**src/rtl/range_result_fifo_if.sv**
```systemverilog
// Handshake bundle between an upstream range finder, the result FIFO and its consumer.
// The master side produces range results and drains the head; the slave side is the FIFO.
interface range_result_fifo_if #(
  parameter int WIDTH = 12,
  parameter int DEPTH = 4
);
  localparam int CNT_W = $clog2(DEPTH + 1);

  logic             in_valid;
  logic [WIDTH-1:0] in_data;
  logic             clear;
  logic             out_ready;
  logic             out_valid;
  logic [WIDTH-1:0] out_data;
  logic [CNT_W-1:0] count;
  logic             overflow;
  logic [WIDTH-1:0] peak;

  modport master (
    output in_valid, in_data, clear, out_ready,
    input  out_valid, out_data, count, overflow, peak
  );

  modport slave (
    input  in_valid, in_data, clear, out_ready,
    output out_valid, out_data, count, overflow, peak
  );
endinterface

```
**src/rtl/range_result_fifo.sv**
```systemverilog
// First-word-fall-through FIFO for range results with a sticky drop flag and a running
// peak of every accepted result. A full FIFO still accepts a result when its head leaves.
module range_result_fifo #(
  parameter int WIDTH = 12,
  parameter int DEPTH = 4
) (
  input logic                  clock,
  input logic                  reset,
  range_result_fifo_if.slave   bus
);
  localparam int PTR_W = (DEPTH > 1) ? $clog2(DEPTH) : 1;
  localparam int CNT_W = $clog2(DEPTH + 1);
  localparam logic [CNT_W-1:0] FULL_COUNT = CNT_W'(DEPTH);

  logic [WIDTH-1:0] mem [DEPTH];
  logic [PTR_W-1:0] wr_ptr;
  logic [PTR_W-1:0] rd_ptr;
  logic [CNT_W-1:0] count_q;
  logic             overflow_q;
  logic [WIDTH-1:0] peak_q;

  logic empty;
  logic full;
  logic pop;
  logic push;
  logic drop;

  // Pop may free the slot a push needs, so push depends on pop within the same cycle.
  always_comb begin
    empty = (count_q == '0);
    full  = (count_q == FULL_COUNT);
    pop   = !empty && bus.out_ready;
    push  = bus.in_valid && (!full || pop);
    drop  = bus.in_valid && !push;
  end

  assign bus.out_valid = !empty;
  assign bus.out_data  = mem[rd_ptr];
  assign bus.count     = count_q;
  assign bus.overflow  = overflow_q;
  assign bus.peak      = peak_q;

  // NOTE: storage has no reset; pointers and count alone decide what is visible.
  always_ff @(posedge clock) begin
    if (push && !bus.clear) begin
      mem[wr_ptr] <= bus.in_data;
    end
  end

  // DEPTH is a power of two, so pointer wrap is the natural binary roll-over.
  always_ff @(posedge clock or negedge reset) begin
    if (!reset) begin
      wr_ptr     <= '0;
      rd_ptr     <= '0;
      count_q    <= '0;
      overflow_q <= 1'b0;
      peak_q     <= '0;
    end else if (bus.clear) begin
      wr_ptr     <= '0;
      rd_ptr     <= '0;
      count_q    <= '0;
      overflow_q <= 1'b0;
      peak_q     <= '0;
    end else begin
      if (push) begin
        wr_ptr <= wr_ptr + PTR_W'(1);
      end
      if (pop) begin
        rd_ptr <= rd_ptr + PTR_W'(1);
      end
      case ({push, pop})
        2'b10:   count_q <= count_q + CNT_W'(1);
        2'b01:   count_q <= count_q - CNT_W'(1);
        default: count_q <= count_q;
      endcase
      if (drop) begin
        overflow_q <= 1'b1;
      end
      if (push && (bus.in_data > peak_q)) begin
        peak_q <= bus.in_data;
      end
    end
  end
endmodule

```
**src/flat_wrapper.sv**
```systemverilog
// flat-port wrapper written by rule: the top's interface ports become plain ports
module range_result_fifo_flat 
#(
  parameter int WIDTH = 12,
  parameter int DEPTH = 4
)
  (clock, reset, bus_in_valid, bus_in_data, bus_clear, bus_out_ready, bus_out_valid, bus_out_data, bus_count, bus_overflow, bus_peak);
  range_result_fifo_if #(.WIDTH(WIDTH), .DEPTH(DEPTH)) bus_i ();
  input logic clock;
  input logic reset;
  input wire logic [$bits(bus_i.in_valid)-1:0] bus_in_valid;
  input wire logic [$bits(bus_i.in_data)-1:0] bus_in_data;
  input wire logic [$bits(bus_i.clear)-1:0] bus_clear;
  input wire logic [$bits(bus_i.out_ready)-1:0] bus_out_ready;
  output wire logic [$bits(bus_i.out_valid)-1:0] bus_out_valid;
  output wire logic [$bits(bus_i.out_data)-1:0] bus_out_data;
  output wire logic [$bits(bus_i.count)-1:0] bus_count;
  output wire logic [$bits(bus_i.overflow)-1:0] bus_overflow;
  output wire logic [$bits(bus_i.peak)-1:0] bus_peak;
  assign bus_i.in_valid = bus_in_valid;
  assign bus_i.in_data = bus_in_data;
  assign bus_i.clear = bus_clear;
  assign bus_i.out_ready = bus_out_ready;
  assign bus_out_valid = bus_i.out_valid;
  assign bus_out_data = bus_i.out_data;
  assign bus_count = bus_i.count;
  assign bus_overflow = bus_i.overflow;
  assign bus_peak = bus_i.peak;
  range_result_fifo #(.WIDTH(WIDTH), .DEPTH(DEPTH)) u_core (.clock(clock), .reset(reset), .bus(bus_i));
endmodule
```
**config.mk**
```make
export PLATFORM = sky130hd
export DESIGN_NAME = range_result_fifo_flat
export DESIGN_NICKNAME = d
export VERILOG_FILES = /design/src/rtl/range_result_fifo_if.sv /design/src/rtl/range_result_fifo.sv /design/src/flat_wrapper.sv
export SDC_FILE = /design/constraint.sdc
export NUM_CORES = 1
export LEC_CHECK = 0
export CAP_MARGIN = 30
export CORE_ASPECT_RATIO = 1.75
export CORE_MARGIN = 8
export CORE_UTILIZATION = 54
export CTS_CLUSTER_SIZE = 25
export DETAILED_ROUTE_END_ITERATION = 10
export GPL_ROUTABILITY_DRIVEN = 0
export PLACE_DENSITY = 0.79
export SETUP_SLACK_MARGIN = 0.3
export SYNTH_ARGS = -nofsm -noshare
export SYNTH_HDL_FRONTEND = slang
export SYNTH_SLANG_ARGS = --single-unit
```
**constraint.sdc**
```tcl
create_clock -name clock -period 2.1 [get_ports clock]
set_input_delay 0.42 -clock clock [delete_from_list [all_inputs] [get_ports clock]]
set_output_delay 0.42 -clock clock [all_outputs]
set_load 0.02 [all_outputs]
```
==> results of run 1 <==
final timing paths:
kind | end | startpoint | cells past startpoint | slack [ns]
max | u_core.bus.peak[2] | u_core.bus.peak[1] | 8 | -0.14
min | u_core.bus.overflow | reset | 2 | 0.42
max reg2reg | u_core.bus.peak[2] | u_core.bus.peak[1] | 8 | -0.14
min reg2reg | u_core.bus.overflow | u_core.bus.overflow | 1 | 0.51
max in group asynchronous | u_core.bus.peak[3] | reset | 2 | 1.41
min in group clock | u_core.bus.overflow | u_core.bus.overflow | 1 | 0.51
power by group through the flow:
stage	Sequential (mW)	Combinational, mW	Clock [mW]
finish	1.61	1.47	1.02
global route	1.61	1.53	1.08
CTS	1.59	1.30	1.00
detailed placement	1.63	1.03	0
global placement	1.63	1.00	0
floorplan	1.66	0.535	0
metal layers:
metal | GRT usage | vias up | routed length (µm)
met5 | 0 | - | 0
met4 | 0.111 | 0 | 456
met3 | 0.0347 | 34 | 738
met2 | 0.353 | 149 | 5310
met1 | 0.248 | 1249 | 3470
li1 | - | 1072 | -
registers in the layout, summed over array words and instances (netlist names):
signal,cells
u_core.bus.peak,12
u_core.wr_ptr,2
u_core.bus.count,3
u_core.rd_ptr,2
u_core.bus.overflow,1
u_core.mem,48
stage by stage:
stage / setup WS (ns) / total power, mW / utilization / TNS, ns / hold WS, ns
6_report: -0.140 / 4.09 / 0.822 / -1.39 / 0.421
5_1_grt: -0.196 / 4.23 / 0.822 / -2.15 / 0.437
4_1_cts: -0.0123 / 3.89 / 0.791 / -0.0123 / 0.423
3_5_place_dp: -0.581 / 2.66 / 0.693 / -14.01 / 0.491
3_3_place_gp: -0.507 / 2.63 / 0.693 / -12.74 / 0.481
2_1_floorplan: 0.0442 / 2.20 / - / 0 / 0.124
timing repair:
| item | CTS | global route |
|---|---|---|
| pin swaps | 24 | 8 |
| hold endpoints to repair | 0 | 0 |
| resized for setup | 147 | 25 |
| setup buffers | 11 | 6 |
| gates cloned | 3 | 1 |
| setup endpoints to repair | 81 | 76 |
cells by family after synthesis:
kind of cell             after synthesis  synth area share
AO/OA/AOI/OAI                         38            0.0978
XOR/XNOR                               4            0.0108
adder cells (fa/ha/maj)               17            0.0681
buffers and inverters                 30            0.0429
flip-flops                            68             0.600
multiplexers                          15            0.0944
AND/OR/NAND/NOR                       45            0.0859
cell usage in the layout, fill, tap and decap left out, types with 3 or more instances in the layout:
cell type / count
a21oi_1: 3
and2_4: 4
buf_4: 47
buf_6: 21
clkbuf_8: 9
clkdlybuf4s50_1: 13
dfrtp_1: 12
dfrtp_2: 8
dlygate4sd2_1: 16
edfxtp_1: 48
ha_1: 8
ha_4: 7
inv_1: 13
inv_2: 3
mux4_2: 12
nor2_1: 9
nor2_2: 3
o2111ai_1: 8
o311ai_1: 3
o311ai_2: 4
o311ai_4: 5
or4_1: 3
or4_4: 9
final cells by class:
| cell class | instances | share of cell area |
|---|---|---|
| Clock buffer | 10 | 0.0266 |
| Clock inverter | 6 | 0.0115 |
| Inverter | 17 | 0.0138 |
| Multi-Input combinational cell | 120 | 0.325 |
| Sequential cell | 68 | 0.407 |
| Tap cell | 78 | 0.0203 |
| Timing Repair Buffer | 102 | 0.195 |
==> flow_metrics.env, run 1 <==
export IMPL_cp_end_kind="flip-flop"
export IMPL_cp_num_buf_inv=2
export IMPL_placedCellCount=364
export IMPL_seqCellArea_um2=1950
export IMPL_syn_inst=217
export IMPL_cts_tree="built"
export IMPL_synth_common_cells="edfxtp_1 (48), dfrtp_1 (20), inv_1 (17)"
export IMPL_fin_area_um2=4800
export IMPL_finalCritPeriodShare=1.07
export IMPL_clkSinkCount=68
export IMPL_timing_fmax_mhz=446
export IMPL_async_reset_ff_frac=0.294
export IMPL_slowest_stage="or4_4"
export IMPL_switching_share=0.315
export IMPL_setup_violations=20
export IMPL_fin_skew_ns=0.0146
export IMPL_core_area_um2=5830
export IMPL_drt_iter0_drc=240
export IMPL_first_pass_iters=4
export IMPL_grt_overflow=0
export IMPL_p_clk_frac=0.249
export IMPL_cp_cell_sequence="inv_2, ha_4, and4b_2, a211oi_4, o41ai_4, buf_4, or4_4, o311ai_2"
export IMPL_worst_slew_pin_slew_ns=0.713
export IMPL_hold_violations=0
export IMPL_rsz0062_at_grt="yes"
export IMPL_syn_cell_area_um2=3240
export IMPL_fin_nets=352
export IMPL_slew_limit_headroom=0.524
export IMPL_die_w_um=74.5
export IMPL_period_minus_slack_ns=2.24
export IMPL_clock_root_buffer="clkbuf_8"
export IMPL_wire_per_inst_um=24.9
export IMPL_cp_data_required_time_ns=2.33
export IMPL_power_leakage_nw=1.86
export IMPL_drive_gt1_frac=0.511
export IMPL_drc=0
export IMPL_setup_ws_ns=-0.140
export IMPL_p_sw_mw=1.29
export IMPL_place_area_um2=4040
export IMPL_synth_top_area_cell="edfxtp_1"
export IMPL_final_cells=401
export IMPL_multi_input_area_um2=1560
export IMPL_synth_edf_count=48
export IMPL_htreeDepth=3
export IMPL_irDropWorstVdd_mv=0.804
export IMPL_syn_nets=251
export IMPL_port_buffers=45
export IMPL_ys_warn_count=0
export IMPL_power_frac_seq=0.393
export IMPL_ctsLongestPathBuffers=2
export IMPL_power_density_nw_per_um2=853
export IMPL_power_frac_comb=0.359
export IMPL_grt_max_degree=21
export IMPL_numCtsBuffers=9
export IMPL_route_final_wire_length_um=9970
export IMPL_maxCapViolCount=0
export IMPL_ys_ff_latch=68
export IMPL_clk_pin_slew_ns=0.08
export IMPL_internal_power_mw=2.80
export IMPL_ys_types=42
export IMPL_yosys_top_cells_area="edfxtp_1 (45%), dfrtp_1 (15%), mux4_2 (8.4%)"
export IMPL_ioPinCount=46
export IMPL_critPathMaxStageDelay_ns=0.48
export IMPL_cp_start_kind="flip-flop"
export IMPL_yosys_area_top_type_share=0.445
export IMPL_grt_pass1_wl_um=13900
export IMPL_track_usage=0.212
export IMPL_diodes=0
export IMPL_die_height_um=118
export IMPL_yosys_cell_count_top_type="edfxtp_1"
export IMPL_worst_path_max_fanout=5
export IMPL_dieArea_um2=8820
export IMPL_rows=37
export IMPL_grt_pass1_vias=2590
export IMPL_ys_seq_area_frac=0.600
export IMPL_violations="negative setup slack"
export IMPL_fill_cells=299
export IMPL_antenna_found_initial=0
export IMPL_hold_path_class="in2async"
export IMPL_synth_area_per_cell_um2=14.9
export IMPL_worstSkewPairLatency_ns=0.35
export IMPL_areaGrowthSynthToFinish_pct=48.2
export IMPL_hpwl_um=5150
export IMPL_ys_flop_type="edfxtp_1"
export IMPL_crit_type="reg2reg"
export IMPL_status="complete, but fails checks"
export IMPL_postCtsHoldBufs=0
export IMPL_slew_violations=0
export IMPL_viasPerCell=6.24
export IMPL_arrival_ns=2.47
export IMPL_cp_top_family="simple AND/OR/NAND/NOR gates"
export IMPL_start_util=0.555
export IMPL_vias=2504
export IMPL_antenna_left=0
Power figures use the tool's default switching activity.
==> inputs of run 2 (changes only) <==
==> constraint.sdc (replaced) <==
create_clock -name clock -period 2.5 [get_ports clock]
set_input_delay 0.5 -clock clock [delete_from_list [all_inputs] [get_ports clock]]
set_output_delay 0.5 -clock clock [all_outputs]
set_load 0.02 [all_outputs]
==> flow_metrics.env, run 2 (synthesis gave the netlist of run 1 again) <==
export IMPL_status="finished, final reports clean"
export IMPL_grt_overflow=0
export IMPL_numCtsBuffers=9
export IMPL_grt_pass1_vias=2427
export IMPL_drive_gt1_frac=0.351
export IMPL_htreeDepth=3
export IMPL_hold_path_class="in2async"
export IMPL_worstSkewPairLatency_ns=0.35
export IMPL_rows=37
export IMPL_crit_type="in2reg"
export IMPL_fin_hold_ws_ns=0.503
export IMPL_fin_nets=342
export IMPL_path_common_cell="buf_4"
export IMPL_setup_violations=0
export IMPL_clk_pin_slew_ns=0.07
export IMPL_viasPerCell=5.99
export IMPL_start_util=0.555
export IMPL_route_final_wire_length_um=8470
export IMPL_die_w_um=74.5
export IMPL_timing_fmax_mhz=440
export IMPL_port_buffers=45
export IMPL_cp_end_kind="flip-flop"
export IMPL_hold_violations=0
export IMPL_ioPinCount=46
export IMPL_worst_path_max_fanout=14
export IMPL_hpwl_um=5240
export IMPL_grt_pass1_wl_um=12100
export IMPL_maxCapViolCount=0
export IMPL_diodes=0
export IMPL_critPathMaxStageDelay_ns=0.47
export IMPL_power_leakage_nw=1.70
export IMPL_postLayoutCoreUtil=0.760
export IMPL_cp_start_kind="primary input"
export IMPL_finalCritPeriodShare=0.910
export IMPL_wire_per_inst_um=21.7
export IMPL_fin_skew_ns=0.00609
export IMPL_antenna_left=0
export IMPL_rsz0062_at_grt="yes"
export IMPL_slew_limit_headroom=0.628
export IMPL_postCtsHoldBufs=0
export IMPL_drt_iter0_drc=252
export IMPL_first_pass_iters=5
export IMPL_finalPower_mw=3.21
export IMPL_regMostFlops="u_core.mem"
export IMPL_clock_root_buffer="clkbuf_8"
export IMPL_most_common_layout_cells="edfxtp_1 (48), buf_4 (41), clkdlybuf4s50_1 (25)"
export IMPL_ctsLongestPathBuffers=2
export IMPL_die_height_um=118
export IMPL_track_usage=0.186
export IMPL_arrival_ns=2.52
export IMPL_core_area_um2=5830
export IMPL_cts_tree="built"
export IMPL_slew_violations=0
export IMPL_irDropWorstVdd_mv=0.510
export IMPL_slowest_stage="clkdlybuf4s50_1"
export IMPL_power_density_nw_per_um2=723
export IMPL_vias=2341
export IMPL_drc=0
export IMPL_clkSinkCount=68
export IMPL_grt_max_degree=21
export IMPL_cp_data_required_time_ns=2.74
export IMPL_antenna_found_initial=0
export IMPL_areaGrowthSynthToFinish_pct=36.9
export IMPL_largest_register_ffs=48
export IMPL_cp_cell_sequence="clkdlybuf4s50_1, ha_1, nand3_2, nor4_4, nor2_2, buf_4, buf_4, o311ai_1"
export IMPL_mostFrequentLayoutCell="edfxtp_1"
export IMPL_period_minus_slack_ns=2.27
export IMPL_worst_slew_pin_slew_ns=0.557
export IMPL_dieArea_um2=8820
run 2: changes by cell type in the layout (fill, tap and decap cells not counted), moves of 8 or more:
cell and delta:
clkdlybuf4s15_2 +8, clkdlybuf4s50_1 +12, or4_1 +8, dlygate4sd2_1 -9, buf_6 -19, or4_4 -8
run 2: per-layer routing:
layer  vias to the layer above  GRT usage  routed length [µm]
met2                       104      0.306                4520
li1                       1045          -                   -
met3                        39     0.0542                 523
met5                         -          0                   0
met1                      1153      0.192                2920
met4                         0      0.132                 508
run 2: path summary, 6_finish.rpt:
path / start / end / slack (ns) / depth (start not counted)
worst min register to register: u_core.bus.overflow / u_core.bus.overflow / 0.50 / 1
worst max-delay path: bus_in_data[5] / u_core.bus.peak[5] / 0.23 / 8
worst max register to register: u_core.bus.peak[1] / u_core.bus.peak[5] / 0.28 / 8
min in group clock: u_core.bus.overflow / u_core.bus.overflow / 0.50 / 1
worst min-delay path: reset / u_core.bus.count[0] / 0.50 / 2
max in group asynchronous: reset / u_core.rd_ptr[0] / 1.76 / 2
run 2: worst max-delay path, delay by kind of cell:
family	cells	cell delay [ns]
fa+ha+maj	1	0.35
buf+inv	3	0.83
simple gates	3	0.58
compound gates	1	0.25
run 2: stage by stage:
step | cell area [µm²] | cells | worst slack [ns] | setup TNS (ns)
floorplan | 3240 | 217 | 0.352 | 0
global placement | 4020 | 363 | -0.138 | -1.48
detailed placement | 4020 | 363 | -0.178 | -1.81
CTS | 4310 | 386 | 0.209 | 0
global route | 4430 | 391 | 0.138 | 0
finish | 4430 | 391 | 0.226 | 0
run 2: area by class of cell:
| class | count | area (µm²) |
|---|---|---|
| clock buffer | 12 | 155 |
| clock inverter | 4 | 48.8 |
| sequential | 68 | 1940 |
| multi-input combinational | 119 | 1250 |
| timing repair buffer | 93 | 870 |
| fill | 368 | 1400 |
| inverter | 17 | 63.8 |
| tap | 78 | 97.6 |
run 2: report_power, final:
part / internal (mW) / switching (mW)
logic: 0.463 / 0.491
registers: 1.28 / 0.0553
clock network: 0.513 / 0.400
run 2: timing repair:
item,CTS,global route
pin swaps,6,6
setup buffers,6,4
endpoints found under the setup margin,25,21
gates resized for setup,57,16
cloned,1,1
==> RTL edit 1: new RTL, settings of run 1 <==
`WIDTH` is set to 12 in 3 places; all go to 24.
--- a/src/rtl/range_result_fifo_if.sv
+++ b/src/rtl/range_result_fifo_if.sv
@@ -3,3 +3,3 @@
 interface range_result_fifo_if #(
-  parameter int WIDTH = 12,
+  parameter int WIDTH = 24,
   parameter int DEPTH = 4
--- a/src/rtl/range_result_fifo.sv
+++ b/src/rtl/range_result_fifo.sv
@@ -3,3 +3,3 @@
 module range_result_fifo #(
-  parameter int WIDTH = 12,
+  parameter int WIDTH = 24,
   parameter int DEPTH = 4
--- a/src/flat_wrapper.sv
+++ b/src/flat_wrapper.sv
@@ -3,3 +3,3 @@
 #(
-  parameter int WIDTH = 12,
+  parameter int WIDTH = 24,
   parameter int DEPTH = 4
Ports: changed (resized bus_in_data, bus_out_data and bus_peak); port bits go from 46 to 82. The function was not compared with the original's and may differ.
==> RTL edit 1 against run 1 <==
The flow still finishes with violations (negative setup slack); sequential cell count up 60; power up 120%; hold slack better by 0.0068 ns; setup slack worse by 0.0088 ns; via count up 60%; count of clock-buffer cells in the layout up 11; global-route usage up 2.4 points; register-to-register slack better by 0.03 ns; sequential share of layout area up 3.9 points; cell area up 73%; synthesized area up 78%; critical path depth down 3; wire length up 69%; first-iteration DRC count up 21%; largest cell class unchanged; largest power group is now the clock network.
==> RTL edit 1: results (changes against run 1) <==
[routing]
wl_per_cell_um=25.1  ; +0.97%
drcViolationCount=0  ; unchanged
vias_per_cell=5.95  ; -4.7%
drtPass1Iterations=5  ; +1
drtIter0Drc=291  ; +21%

[global_route]
antenna_found_initial=0  ; unchanged
grt_pass1_vias=4304  ; +66%
grt_max_degree=57  ; +170%
grt_pass1_wl_um=24600  ; +77%
track_usage=0.236  ; +0.0238

[layout]
layout-drive-gt1-share=0.387  ; -0.124
regMostFlops=u_core.mem
fin_nets=588  ; +67%
largest_register_ffs=96  ; +100%
diodes=0  ; unchanged
fillerInstances=559  ; +87%

[yosys]
synth_area_leaders=edfxtp_1 (50%), dfrtp_1 (14%), mux4_2 (9.4%), ha_1 (6.1%), nand2b_1 (5.3%)
async_flop_share=0.250  ; -0.0441
synth_common_cells=edfxtp_1 (96), nand2b_1 (49), dfrtp_1 (32)
synth_edf_count=96  ; +100%
syn_nets=423  ; +69%
ys_warn_count=0  ; unchanged
ys_seq_area_frac=0.640  ; +0.0396
synth_cell_types=33  ; -21%

[clock_tree]
cts-htree-levels=4  ; +1
cts_root_buffer=clkbuf_16
cts.path.max_buffers=2  ; unchanged
clkLatencyLatePin_ns=0.42  ; +0.07 ns
cts_buffers=17  ; +8
path_clk_slew_ns=0.05  ; -0.03 ns

[status]
violations=negative setup slack
status=complete, but fails checks

[setup_path]
crit_path_end=bus_out_data[13]
r2r_start=u_core.bus.peak[7]$_DFFE_PN0P_
cp.arrival_ns=1.83  ; -0.64 ns
reg2reg_depth=8  ; unchanged
reg2reg_slack_ns=-0.11  ; +0.03 ns
path_max_fanout=8  ; +3
r2r-end=u_core.bus.peak[0]$_DFFE_PN0P_
crit_start=u_core.rd_ptr[0]$_DFFE_PN0P_

[timing]
relSlewSlack=0.679  ; +0.155
fin_tns_setup_ns=-4.15  ; -2.76 ns
timing.final.ws_setup_ns=-0.149  ; -0.00878 ns
clock-skew-final_ns=0.0108  ; -0.00380 ns
setup_viol=48  ; +140%

[power]
peakVddDrop_mv=0.860  ; +7.0%
p_leak_nw=3.27  ; +75%

[hold_path]
hold_class=primary input to flop
worstHoldStart=bus_in_data[17]

[placement]
place_area_um2=7110  ; +76%
port_buffers=81  ; +80%
hpwl_um=8750  ; +70%

-- RTL edit 1: changes by cell type after synthesis, moves of 12 or more --
cell       change
or4_1         -12
o2111ai_1     -12
mux2i_1       +24
mux4_2        +12
edfxtp_1      +48
ha_1          +12
dfrtp_1       +12
nand2b_1      +48
-- RTL edit 1: layer usage --
layer | part of all wire | vias up | GRT usage
li1 | - | 1703 | -
met1 | 0.32 | 2067 | 0.236
met2 | 0.57 | 184 | 0.418
met3 | 0.058 | 50 | 0.0617
met4 | 0.046 | 0 | 0.137
met5 | 0 | - | 0
-- RTL edit 1: how the worst min path moves through the flow --
stage          cells past startpoint                              end
2_1_floorplan                      0  u_core.bus.count[0]$_DFFE_PN0P_
5_1_grt                            2      u_core.mem[3][17]$_DFFE_PP_
3_5_place_dp                       2  u_core.bus.overflow$_DFFE_PN0P_
4_1_cts                            2  u_core.bus.peak[17]$_DFFE_PN0P_
3_3_place_gp                       2  u_core.bus.overflow$_DFFE_PN0P_
6_report                           2      u_core.mem[3][17]$_DFFE_PP_
-- RTL edit 1: cell type report --
type / count / area [um^2] / area share
inverter: 27 / 101 / 0.0122
sequential: 128 / 3700 / 0.446
tap: 130 / 163 / 0.0196
clock inverter: 11 / 186 / 0.0225
multi-input combinational: 208 / 2260 / 0.273
timing repair buffer: 148 / 1430 / 0.172
clock buffer: 21 / 450 / 0.0543
-- RTL edit 1: critical path, cell delays in order (launching register included) --
cell	delay (ns)
dfrtp_2	0.41
buf_6	0.12
buf_12	0.13
buf_6	0.10
mux4_2	0.50
buf_6	0.15
-- RTL edit 1: report_power, final --
group	total (mW)	internal, mW	switching [mW]
sequential	3.06	2.92	0.143
clock	3.17	2.13	1.05
combinational	2.88	1.51	1.37
total	9.12	6.56	2.56
-- RTL edit 1: what timing repair did --
item                                    4_1_cts  5_1_grt
gates resized for setup                     229       24
endpoints found under the setup margin      173      148
gates cloned                                 14        0
setup buffers                                16        2
pin swaps                                    25       13
hold endpoints to repair                      0        0
-- RTL edit 1: cells by family after synthesis --
family | after synthesis | share of synthesized area
AO/OA/AOI/OAI | 24 | 0.0261
buffers and inverters | 41 | 0.0330
XOR/XNOR | 5 | 0.00761
AND/OR/NAND/NOR | 88 | 0.0902
adder cells (fa/ha/maj) | 29 | 0.0643
multiplexers | 50 | 0.139
flip-flops | 128 | 0.640
-- RTL edit 1: through the flow --
step / setup slack [ns] / hold WS [ns] / power (mW) / std cells
floorplan: 0.0577 / 0.124 / 4.37 / 365
global placement: -0.524 / 0.493 / 5.34 / 609
detailed placement: -0.600 / 0.541 / 5.39 / 609
CTS: -0.162 / 0.432 / 8.98 / 671
global route: -0.198 / 0.420 / 9.41 / 673
finish: -0.149 / 0.428 / 9.12 / 673
==> RTL edit 2: new RTL, config.mk and constraints of run 1 <==
Without the edit above. Reset style: synchronous (`reset`), changed in one clocked block.
--- a/src/rtl/range_result_fifo.sv
+++ b/src/rtl/range_result_fifo.sv
@@ -50,3 +50,3 @@
   // DEPTH is a power of two, so pointer wrap is the natural binary roll-over.
-  always_ff @(posedge clock or negedge reset) begin
+  always_ff @(posedge clock) begin
     if (!reset) begin
Behaviour: differs if reset is asserted again (counterexample within 4 cycles, from zero or initial values and one cycle with reset low); with reset held inactive, the same outputs for 10 cycles.
==> RTL edit 2 against run 1 <==
Fmax increased by 10%; setup slack improved by 0.20 ns; wire length increased by 11%; synthesized area increased by 4.1%; cell area increased by 2.3%; largest cell class unchanged; count of clock-buffer cells in the layout unchanged; sequential cell count increased by 2.
Power is not compared: it rests on default switching activity, and its combinational part moved more than twofold at a synthesized area within 25%.
==> RTL edit 2: results (changes against run 1) <==
[yosys]
synth_cell_types=37  ; -12%
ys_seq_area_frac=0.558  ; -0.0417
synth_area_leaders=edfxtp_1 (43%), dfxtp_1 (13%), mux4_2 (8.0%), ha_1 (6.3%), a32oi_1 (3.1%)
async_flop_share=0  ; -0.294

[setup_path]
cpMaxStageDelayCell=mux4_2
critPathMaxStageDelay_ns=0.55  ; +0.07 ns
path_max_fanout=6  ; +1
cp.arrival_ns=1.62  ; -0.85 ns

[timing]
relSlewSlack=0.627  ; +0.103
clock-skew-final_ns=0.00854  ; -0.00603 ns

[status]
status=finished clean

[layout]
fin_nets=391  ; +11%
fillerInstances=321  ; +7.4%

[placement]
place_area_um2=4220  ; +4.3%
hpwl_um=5750  ; +12%

[routing]
drtIter0Drc=386  ; +61%
vias_per_cell=6.64  ; +6.3%
drt-total-wl_um=11100  ; +11%

[global_route]
grt_max_degree=25  ; +19%
grt_pass1_wl_um=15400  ; +11%
grt_use_met3=0.0506  ; +0.0159
use_met2=0.393  ; +0.0397
track_usage=0.237  ; +0.0254
grt_pass1_vias=2879  ; +11%

[clock_tree]
cts_buffers=9  ; unchanged

[power]
intPower_mw=2.52

[hold_path]
hold_class=primary input to flop

==> RTL edit 2: cell count changes after synthesis, sizes merged, moves of 10 or more <==
cell and change:
nand3 +10, dfrtp -20, nor2 +10, dfxtp +22, a32oi +12, a21boi +13
or4 -12, nand4 +14, o311ai -12
==> RTL edit 2: area by class of cell <==
type                    count  area share
flip-flops and latches     70       0.389
multi-input cells         160       0.332
repair buffers             98       0.198
clock buffers              10      0.0260
clock inverters             6      0.0224
well taps                  80      0.0204
inverters                  17      0.0130
==> RTL edit 2: through the flow <==
step,std cells,setup slack [ns],util
final,441,0.0631,0.800
after floorplan,261,0.0358,-
after global routing,441,0.00458,0.800
after detailed placement,404,-0.517,0.688
after global placement,404,-0.502,0.688
after CTS,438,0.0590,0.777
==> RTL edit 2: final timing paths <==
check	start	endpoint	slack, ns
max	flop	bus_out_data[3]	0.06
min	bus_in_data[4]	u_core.mem[2][4]$_DFFE_PP_	0.37
max reg2reg	u_core.bus.peak[10]$_SDFFE_PP0P_	u_core.bus.peak[3]$_SDFFE_PP0P_	0.08
min reg2reg	u_core.bus.overflow$_SDFFE_PP0P_	u_core.bus.overflow$_SDFFE_PP0P_	0.50
==> RTL edit 2: kinds of logic after synthesis <==
group,after synthesis,share of synthesized area
flops,70,0.558
simple gates,71,0.118
buf+inv,35,0.0449
fa+ha+maj,18,0.0691
mux,13,0.0832
xor+xnor,5,0.0130
compound gates,49,0.113
==> RTL edit 2: per-layer routing <==
metal / share of wire / wire length, um / up-vias
met1: 0.32 / 3540 / 1387
met3: 0.089 / 987 / 95
met2: 0.51 / 5640 / 243
met5: 0 / 0 / -
met4: 0.085 / 940 / 0
li1: - / - / 1203
==> RTL edit 2: timing repair <==
item	in CTS	in global routing
endpoints found under the hold margin	0	0
pin swaps	26	27
cloned	5	0
setup buffers	13	3
gates resized for setup	125	25
setup endpoints to repair	77	29
==> RTL edit 2: critical path: cells and delay by family, from the launching register on <==
family                 cells  cell delay [ns]
multiplexers               1             0.55
buffers and inverters      2             0.31
flip-flops                 1             0.40
==> RTL edit 2: power groups by stage <==
stage          registers (mW)  clock network, mW  logic (mW)
6_report                 1.52               1.29       0.515
5_1_grt                  1.52               1.35       0.533
4_1_cts                  1.52               1.30       0.457
3_5_place_dp             1.55                  0       0.401
3_3_place_gp             1.55                  0       0.394
2_1_floorplan            1.56                  0       0.187
